## config.mk

```make
export PLATFORM = sky130hd
export DESIGN_NAME = pvmac_engine_flat
export DESIGN_NICKNAME = d
export VERILOG_FILES = /design/src/rtl/pvmac_engine_if.sv /design/src/rtl/pvmac_engine.sv /design/src/flat_wrapper.sv
export SDC_FILE = /design/constraint.sdc
export NUM_CORES = 1
export LEC_CHECK = 0
export BUFFER_PORTS_ARGS = -buffer_cell sky130_fd_sc_hd__clkbuf_2
export CAP_MARGIN = 15
export CORE_AREA = 2 2 119 236
export CTS_CLUSTER_DIAMETER = 30
export DETAILED_ROUTE_END_ITERATION = 8
export DIE_AREA = 0 0 121 238
export GPL_TIMING_DRIVEN = 0
export PLACE_DENSITY = 0.78
export SYNTH_ARGS = -nofsm -noshare
export SYNTH_HDL_FRONTEND = slang
export SYNTH_SLANG_ARGS = --single-unit
```

## constraint.sdc

```tcl
create_clock -name clk -period 8.5 [get_ports clk]
set_input_delay 0 -clock clk [delete_from_list [all_inputs] [get_ports clk]]
set_output_delay 0 -clock clk [all_outputs]
set_load 0.1 [all_outputs]
```

## src/rtl/pvmac_engine_if.sv

```systemverilog
// Request/response bundle for pvmac_engine: request handshake with operands in,
// result handshake with result and illegal flag out.
interface pvmac_engine_if #(
   parameter int XLEN = 32
);
   logic            valid_in;
   logic            ready_in;
   logic [2:0]      ctrl;
   logic [XLEN-1:0] a;
   logic [XLEN-1:0] b;
   logic            valid_out;
   logic            ready_out;
   logic [XLEN-1:0] result;
   logic            illegal;

   modport master (
      output valid_in, ctrl, a, b, ready_out,
      input  ready_in, valid_out, result, illegal
   );

   modport slave (
      input  valid_in, ctrl, a, b, ready_out,
      output ready_in, valid_out, result, illegal
   );
endinterface

```

## src/rtl/pvmac_engine.sv

```systemverilog
// Packed-SIMD add / multiply / dot-product / multiply-accumulate engine with a
// one-product-per-cycle multiplier and an internal accumulator.
module pvmac_engine #(
   parameter int XLEN = 32,
   parameter int ELEN = 8
) (
   input  logic          clk,
   input  logic          rst_n,
   pvmac_engine_if.slave bus
);
   localparam int NLANES = XLEN / ELEN;
   localparam int NHALF  = NLANES / 2;
   localparam int IDXW   = $clog2(NLANES) + 1;

   localparam logic [2:0] OP_PVADD  = 3'b000;
   localparam logic [2:0] OP_PVADDS = 3'b001;
   localparam logic [2:0] OP_PVMULU = 3'b011;
   localparam logic [2:0] OP_PVMAC  = 3'b101;
   localparam logic [2:0] OP_PVCLR  = 3'b110;
   localparam logic [2:0] OP_ILL    = 3'b111;

   typedef enum logic [2:0] {S_IDLE, S_ADD, S_MUL, S_RED, S_DONE} state_t;

   state_t                   r_state;
   state_t                   w_state_next;
   logic                     w_ready_in;
   logic                     w_valid_out;
   logic [2:0]               r_ctrl;
   logic [XLEN-1:0]          r_a;
   logic [XLEN-1:0]          r_b;
   logic [XLEN-1:0]          r_result;
   logic                     r_illegal;
   logic [XLEN-1:0]          r_acc;
   logic [XLEN-1:0]          r_sum;
   logic signed [2*ELEN-1:0] r_prod;
   logic [IDXW-1:0]          r_idx;

   logic [XLEN-1:0]          w_add;
   logic [XLEN-1:0]          w_adds;
   logic [XLEN-1:0]          w_pack;
   logic [XLEN-1:0]          w_dot_sum;
   logic [XLEN-1:0]          w_mac_res;
   logic [IDXW-1:0]          w_lane;
   logic signed [ELEN-1:0]   w_a_op;
   logic signed [ELEN-1:0]   w_b_op;
   logic signed [2*ELEN-1:0] w_prod;
   logic                     w_is_mul;
   logic                     w_dot;
   logic                     w_last_dot;
   logic                     w_last_mul;

   // Opcodes 010..101 are exactly those whose top two bits differ.
   assign w_is_mul   = bus.ctrl[2] ^ bus.ctrl[1];
   assign w_dot      = r_ctrl[2];
   assign w_last_dot = (r_idx == IDXW'(NLANES - 1));
   assign w_last_mul = (r_idx == IDXW'(NHALF));

   for (genvar gi = 0; gi < NLANES; gi++) begin : g_lane
      logic signed [ELEN:0] w_sum;
      assign w_sum = {r_a[gi*ELEN+ELEN-1], r_a[gi*ELEN +: ELEN]}
                   + {r_b[gi*ELEN+ELEN-1], r_b[gi*ELEN +: ELEN]};
      assign w_add[gi*ELEN +: ELEN]  = w_sum[ELEN-1:0];
      assign w_adds[gi*ELEN +: ELEN] = (w_sum[ELEN] == w_sum[ELEN-1]) ? w_sum[ELEN-1:0]
                                     : {w_sum[ELEN], {(ELEN-1){~w_sum[ELEN]}}};
   end

   // Lane index past the last product selects nothing, so the operand mux yields zero.
   always_comb begin
      w_lane = (r_ctrl == OP_PVMULU) ? IDXW'(NHALF) + r_idx : r_idx;
      w_a_op = '0;
      w_b_op = '0;
      for (int i = 0; i < NLANES; i++) begin
         if (int'(w_lane) == i) begin
            w_a_op = r_a[i*ELEN +: ELEN];
            w_b_op = r_b[i*ELEN +: ELEN];
         end
      end
      w_prod = w_a_op * w_b_op;
   end

   // r_prod holds the product from the previous MUL cycle; it is folded one cycle late.
   always_comb begin
      w_pack = r_sum;
      for (int j = 0; j < NHALF; j++) begin
         if (int'(r_idx) == j + 1) w_pack[j*2*ELEN +: 2*ELEN] = r_prod;
      end
      w_dot_sum = r_sum + XLEN'(r_prod);
      w_mac_res = w_dot_sum + (r_ctrl == OP_PVMAC ? r_acc : '0);
   end

   always_ff @(posedge clk) begin
      if (!rst_n) r_state <= S_IDLE;
      else        r_state <= w_state_next;
   end

   always_comb begin
      w_state_next = r_state;
      w_ready_in   = 1'b0;
      w_valid_out  = 1'b0;
      case (r_state)
         S_IDLE: begin
            w_ready_in = 1'b1;
            if (bus.valid_in) w_state_next = w_is_mul ? S_MUL : S_ADD;
         end
         S_ADD: w_state_next = S_DONE;
         S_MUL: begin
            if (w_dot) begin
               if (w_last_dot) w_state_next = S_RED;
            end else if (w_last_mul) begin
               w_state_next = S_DONE;
            end
         end
         S_RED: w_state_next = S_DONE;
         S_DONE: begin
            w_valid_out = 1'b1;
            if (bus.ready_out) w_state_next = S_IDLE;
         end
         default: w_state_next = S_IDLE;
      endcase
   end

   always_ff @(posedge clk) begin
      if (!rst_n) begin
         r_ctrl    <= '0;
         r_a       <= '0;
         r_b       <= '0;
         r_result  <= '0;
         r_illegal <= 1'b0;
         r_acc     <= '0;
         r_sum     <= '0;
         r_prod    <= '0;
         r_idx     <= '0;
      end else begin
         case (r_state)
            S_IDLE: begin
               if (bus.valid_in) begin
                  r_a    <= bus.a;
                  r_b    <= bus.b;
                  r_ctrl <= bus.ctrl;
                  r_idx  <= '0;
                  r_sum  <= '0;
               end
            end
            S_ADD: begin
               r_illegal <= (r_ctrl == OP_ILL);
               case (r_ctrl)
                  OP_PVADD:  r_result <= w_add;
                  OP_PVADDS: r_result <= w_adds;
                  OP_PVCLR: begin
                     r_result <= r_acc;
                     r_acc    <= '0;
                  end
                  default:   r_result <= '0;
               endcase
            end
            S_MUL: begin
               r_idx  <= r_idx + IDXW'(1);
               r_prod <= w_prod;
               if (r_idx != '0) r_sum <= w_dot ? w_dot_sum : w_pack;
               if (!w_dot && w_last_mul) begin
                  r_result  <= w_pack;
                  r_illegal <= 1'b0;
               end
            end
            S_RED: begin
               r_result  <= w_mac_res;
               r_illegal <= 1'b0;
               if (r_ctrl == OP_PVMAC) r_acc <= w_mac_res;
            end
            default: ;
         endcase
      end
   end

   assign bus.ready_in  = w_ready_in;
   assign bus.valid_out = w_valid_out;
   assign bus.result    = r_result;
   assign bus.illegal   = r_illegal;
endmodule
```

## src/flat_wrapper.sv

```systemverilog
// flat-port wrapper written by rule: the top's interface ports become plain ports
module pvmac_engine_flat 
#(
   parameter int XLEN = 32,
   parameter int ELEN = 8
)
  (clk, rst_n, bus_valid_in, bus_ctrl, bus_a, bus_b, bus_ready_out, bus_ready_in, bus_valid_out, bus_result, bus_illegal);
  pvmac_engine_if #(.XLEN(XLEN)) bus_i ();
  input  logic clk;
  input  logic rst_n;
  input wire logic [$bits(bus_i.valid_in)-1:0] bus_valid_in;
  input wire logic [$bits(bus_i.ctrl)-1:0] bus_ctrl;
  input wire logic [$bits(bus_i.a)-1:0] bus_a;
  input wire logic [$bits(bus_i.b)-1:0] bus_b;
  input wire logic [$bits(bus_i.ready_out)-1:0] bus_ready_out;
  output wire logic [$bits(bus_i.ready_in)-1:0] bus_ready_in;
  output wire logic [$bits(bus_i.valid_out)-1:0] bus_valid_out;
  output wire logic [$bits(bus_i.result)-1:0] bus_result;
  output wire logic [$bits(bus_i.illegal)-1:0] bus_illegal;
  assign bus_i.valid_in = bus_valid_in;
  assign bus_i.ctrl = bus_ctrl;
  assign bus_i.a = bus_a;
  assign bus_i.b = bus_b;
  assign bus_i.ready_out = bus_ready_out;
  assign bus_ready_in = bus_i.ready_in;
  assign bus_valid_out = bus_i.valid_out;
  assign bus_result = bus_i.result;
  assign bus_illegal = bus_i.illegal;
  pvmac_engine #(.XLEN(XLEN), .ELEN(ELEN)) u_core (.clk(clk), .rst_n(rst_n), .bus(bus_i));
endmodule
```

# [After elaboration in Yosys (flattened, before gate mapping)]
# Index checks and enable logic that the tools add are counted.
[op_classes] addsub=8 n_mul=1 n_div=0 n_lt_le_gt_ge=0 eq_ne=28 shift=0 mux=39 n_bitwise=5 n_reduce_logical=16
[ops] op="2-to-1 mux 32 bit" n=7
[ops] op="one-hot mux 32 bit (3 select lines)" n=2
[ops] op="one-hot mux 32 bit (2 select lines)" n=2
[ops] op="2-to-1 mux 8 bit" n=12
[ops] op="adder 32 bit" n=2
[ops] op="adder 8 x 8 -> 9 bit" n=4
[ops] op="2-to-1 mux 16 bit" n=2
[ops] op="== test 3 x 2 -> 1 bit (second input constant)" n=7
[ops] op="== test 3 bit (second input constant)" n=7
[ops] op="2-to-1 mux 3 bit" n=7
[ops] op="multiplier 8 x 8 -> 16 bit" n=1
[ops] op="one-hot mux 3 bit (4 select lines)" n=1
[ops] op="logical NOT 3 bit" n=3
[ops] op="!= test 2 x 1 -> 1 bit (second input constant)" n=4
[ops] op="== test 3 x 1 -> 1 bit (second input constant)" n=2
[ops] op="one-hot mux 3 bit (2 select lines)" n=1
[ops] op="AND reduction 2 bit" n=3
[ops] op="AND reduction 3 bit" n=2
[ops] op="nonzero test 3 bit" n=2
[ops] op="== test 1 bit" n=4
[ops] op="!= test 2 bit (second input constant)" n=2
[ops] op="inverter 1 bit" n=4
[ops] op="AND reduction 4 bit" n=1
[ops] op="nonzero test 2 bit" n=2
[ops] op="11 further kinds" n=13
[totals] ff_bits=186 latchBits=0 mem_bits_rw=0 romBits=0 in_bits=71 output_inout_bits=35 elab_cells=107 mem_count=0

# [Longest topological paths before layout]
[logic_depth] depth_word=8 ltp_mapped=28

# [Worst setup path after synthesis]
# No wires, ideal clock.
[synth_timing] kind="register to register" from="register u_core.r_ctrl[0]" to="register u_core.r_prod[15]" setup_ns=0.132 t_arrival_ns=5.903 setup_slack_ns=2.465 path_stages_with_launch=26 period_less_slack_ns=6.035 cell_sequence="dfxtp_1 -> clkbuf_1 -> nand3_1 -> o21ai_0 -> clkbuf_1 -> a221oi_1 -> o21ai_0 -> o21ai_1 -> or2_2 -> fa_1 -> fa_1 -> inv_1 -> fa_1 -> inv_1 -> fa_1 -> inv_1 -> ha_1 -> inv_1 -> o21ai_0 -> a21oi_1 -> nand2b_1 -> a21boi_0 -> o31a_1 -> o41ai_1 -> xnor2_1 -> a21oi_1"
[synth_between] elab_chain_cells=8 word_cells_on_any_way=15 cone_classes="mul: 1; eq/ne: 4; mux: 9; reduce/logical: 1"
[synth_rtl] item="start, declared" line="pvmac_engine.sv:28" text="logic [2:0] r_ctrl;"
[synth_rtl] item="start signal, assigned" line="pvmac_engine.sv:139" text="r_ctrl <= bus.ctrl;"
[synth_rtl] item="== test 3 x 2 -> 1 bit *" line="pvmac_engine.sv:69" text="w_lane = (r_ctrl == OP_PVMULU) ? IDXW'(NHALF) + r_idx : r_idx;"
[synth_rtl] item="2-to-1 mux 3 bit *" line="pvmac_engine.sv:69"
[synth_rtl] item="logical NOT 3 bit" line="pvmac_engine.sv:73" text="if (int'(w_lane) == i) begin"
[synth_rtl] item="2-to-1 mux 8 bit (4 in series)" line="pvmac_engine.sv:73"
[synth_rtl] item="multiplier 8 x 8 -> 16 bit *" line="pvmac_engine.sv:78" text="w_prod = w_a_op * w_b_op;"
[synth_rtl] item="end signal, assigned" line="pvmac_engine.sv:158" text="r_prod <= w_prod;"
[synth_rtl] item="end, declared" line="pvmac_engine.sv:35" text="logic signed [2*ELEN-1:0] r_prod;"
# Every way passes the cells marked *; elsewhere a longest branch is shown, timed or not.
# A chain may end at the register's enable or synchronous reset.

# [Worst setup path in the final report]
[layout_timing] from="register u_core.r_ctrl[0]" to="register u_core.r_prod[14]"
# The elaborated chain is that of the path after synthesis.

==> results by group <==
Clock tree
  • CTS Sinks: 186
  • Setup Buffers After CTS: 0
  • H-tree depth: 4
  • Root Driver: clkbuf_16
  • Skew-Pair Late Insertion Delay: 0.49 ns
  • Clock transition at path regs: 0.08 ns
  • Total CTS buffers: 17
  • Clock Path Buffers: 2
  • CTS tree: yes

Final layout
  • Commonest cells after routing, fill and taps aside: 317 x nand2_1, 186 x dfxtp_1, 152 x o21ai_0
  • Final Cell Area: 0.0181 mm²
  • Commonest non-fill, non-tap cell in the layout: nand2_1
  • Area growth, synth to finish: 14.2%
  • Layout cells sized above 1: 7.39%
  • Layout fillers: 2299
  • Nets@finish: 2513

Critical path
  • WS Path Type: flop to flop
  • Worst Setup End Kind: flop
  • CP max FO: 10
  • Slowest CP cell: fa_1
  • Worst r2r path cells: 26
  • Startpoint types: flop
  • Crit path DAT: 7.80 ns
  • Cell mode on critical path: o21ai_0
  • Critical Path RT: 8.86 ns
  • Crit path largest cell delay: 0.54 ns

Floorplanning
  • Die H: 238 µm
  • Cell Rows: 85
  • Core area: 0.0269 mm²
  • Chip Width: 121 µm
  • I/O pin total: 106
  • Die area: 0.0288 mm²
  • Initial Util: 59.0%

Timing
  • Worst slew pin tran: 1.28 ns
  • Fmax achieved: 0.135 GHz
  • Final Max Slew Viols: 0
  • Period utilisation layout: 87.5%
  • Setup TNS: 0 ns
  • Worst Setup Slack, final: 1.07 ns
  • Final setup viols: 0
  • Worst slew margin: 12.2%
  • Clock Skews: 0.0183 ns
  • Clock period minus final worst setup slack: 7.43 ns
  • Unrepaired setup endpoints after global routing: false
  • Final hold vios: 0

Power and ir drop
  • P_leak: 8.06 nW
  • VDD IR max: 178 µV
  • Total power: 2.99 mW
  • Pwr Density: 165 mW/mm²

Yosys
  • Seq cells post-synth: 186
  • Leading area contributor after synthesis: dfxtp_1
  • Syn Nets: 2320
  • EDFF count, synth: 0
  • Synth Warn #: 0
  • Synth Cell Area: 0.0159 mm²
  • Sequential share of the synthesized area: 23.4%
  • Top post-synthesis cells by area: dfxtp_1 23%, ha_1 11%, fa_1 7.7%
  • Gate Count Post-Synth: 2054
  • Synthesized area per cell: 7.73 µm²
  • Main synth FF type: dfxtp_1
  • Async set-reset flop share out of synthesis: 0%
  • Synth cell types: 70
  • Yosys top cell area share: 23.4%

Routing
  • Routed Antenna Nets: 0
  • Drc violations: 0
  • First-pass DRT Iterations: 8
  • Drt initial violations: 1427
  • Vias/cell: 6.36
  • Routed len/inst: 26.0 µm
  • Drt total wl: 67800 µm
  • Total number of vias: 16600

Global routing
  • Initial antenna violation count: 3
  • Routing usage on met2: 77.1%
  • Vias in the first global route: 17000
  • GRT Total Usage: 47.4%
  • Remaining global-route overflow: 0
  • GRT Max-Usage Layer: met2
  • Largest net degree at the start of global routing: 21
  • Met1 Usage GRT: 44.1%
  • Grt met3 use: 13.5%
  • Wire length of the first global-routing pass: 100000 µm

Worst hold path
  • Worst min path class: input pin to flop
  • Hold Path Stages: 5

Placed design
  • IO buf count: 104
  • Setup slack at placement: 1.32 ns
  • Placer Congestion: 1.05
  • Dpl cell area: 0.0169 mm²
  • Final HPWL from detailed placement: 52300 µm

Job
  • Max_cap viols: 0

Outcome
  • Status: finished clean
[final timing paths]
kind / start / to / slack (ns)
hold reg to reg: u_core.r_sum[12]$_SDFFE_PN0P_ / u_core.r_sum[12]$_SDFFE_PN0P_ / 0.48
setup / recovery: u_core.r_ctrl[0]$_SDFFE_PN0P_ / u_core.r_prod[14]$_SDFFE_PN0P_ / 1.07
hold / removal: bus_valid_in / u_core.r_b[29]$_SDFFE_PN0P_ / 0.21
setup reg to reg: u_core.r_ctrl[0]$_SDFFE_PN0P_ / u_core.r_prod[14]$_SDFFE_PN0P_ / 1.07
[critical path, delay by kind of cell, from the launching register on]
family / cells / cell delay [ns]
AOI/OAI and AO/OA: 11 / 2.41
adders and majority gates: 5 / 2.33
and+or+nand+nor: 4 / 1.03
buffers and inverters: 5 / 0.96
DFF: 1 / 0.35
xor gates and xnor gates: 1 / 0.19
[metrics by stage]
step           hold slack, ns  instances  util (%)
2_1_floorplan           0.145       2054         -
3_3_place_gp            0.232       2506      62.6
3_5_place_dp            0.241       2508      62.6
4_1_cts                 0.204       2608      67.4
5_1_grt                 0.277       2610      67.4
6_report                0.215       2610      67.4
[synthesized netlist by cell type (10+ instances only)]
cell        n
ha_1      134
o211ai_1   25
dfxtp_1   186
a22oi_1    12
a21boi_0   92
nor2b_1    28
a211oi_1   11
nand4_1    10
o21ai_1    12
a21oi_1   131
a21o_1     50
clkbuf_1   93
nand2_1   317
o21a_1     15
a221o_1    14
inv_1     124
nor3_1     31
or2_2      16
and2_1     72
o21bai_1   13
a221oi_1   12
fa_1       61
nor2_1    130
and3_1     11
nand3_1    33
xnor2_1    53
nand2b_1   13
o21ai_0   152
xor2_1     34
a31oi_1    30
mux2i_1    33
[routing by layer]
metal	share of wire (%)	vias up	wire length (µm)
met5	0.019	-	13
met4	14	2	9520
met3	8.0	405	5450
met2	46	860	31400
met1	32	7755	21400
li1	-	7579	-
[cells by family after synthesis]
group           synth area share [%]
compound gates                  25.8
xor+xnor                        4.80
fa+ha+maj                       18.2
flops                           23.4
buf+inv                         5.32
mux                             2.15
simple gates                    20.2
[cell type report]
cell class | count | area (µm²) | share of cell area, %
Antenna cell | 2 | 5.00 | 0.0276
Buffer | 101 | 379 | 2.09
Clock buffer | 19 | 453 | 2.50
Clock inverter | 13 | 151 | 0.834
Inverter | 124 | 465 | 2.56
Multi-Input combinational cell | 1643 | 11300 | 62.4
Sequential cell | 186 | 3720 | 20.5
Tap cell | 348 | 435 | 2.40
Timing Repair Buffer | 174 | 1220 | 6.70
[registers in the layout, indices dropped and copies added (netlist names)]
signal,flops
u_core.bus.result,32
u_core.r_a,32
u_core.r_acc,32
u_core.r_b,32
u_core.r_sum,32
u_core.r_prod,16
u_core.r_ctrl,3
u_core.r_idx,3
u_core.r_state,3
u_core.bus.illegal,1
[power by group]
| group | leakage (nW) | internal (mW) | switching [mW] |
|---|---|---|---|
| logic | 6.26 | 0.363 | 0.781 |
| registers | 1.51 | 0.928 | 0.0870 |
| clock network | 0.289 | 0.409 | 0.427 |
[timing repair]
item,CTS,global route
resized for setup,0,0
hold buffers,68,0
endpoints found under the hold margin,69,0
Power figures use the tool's default switching activity.
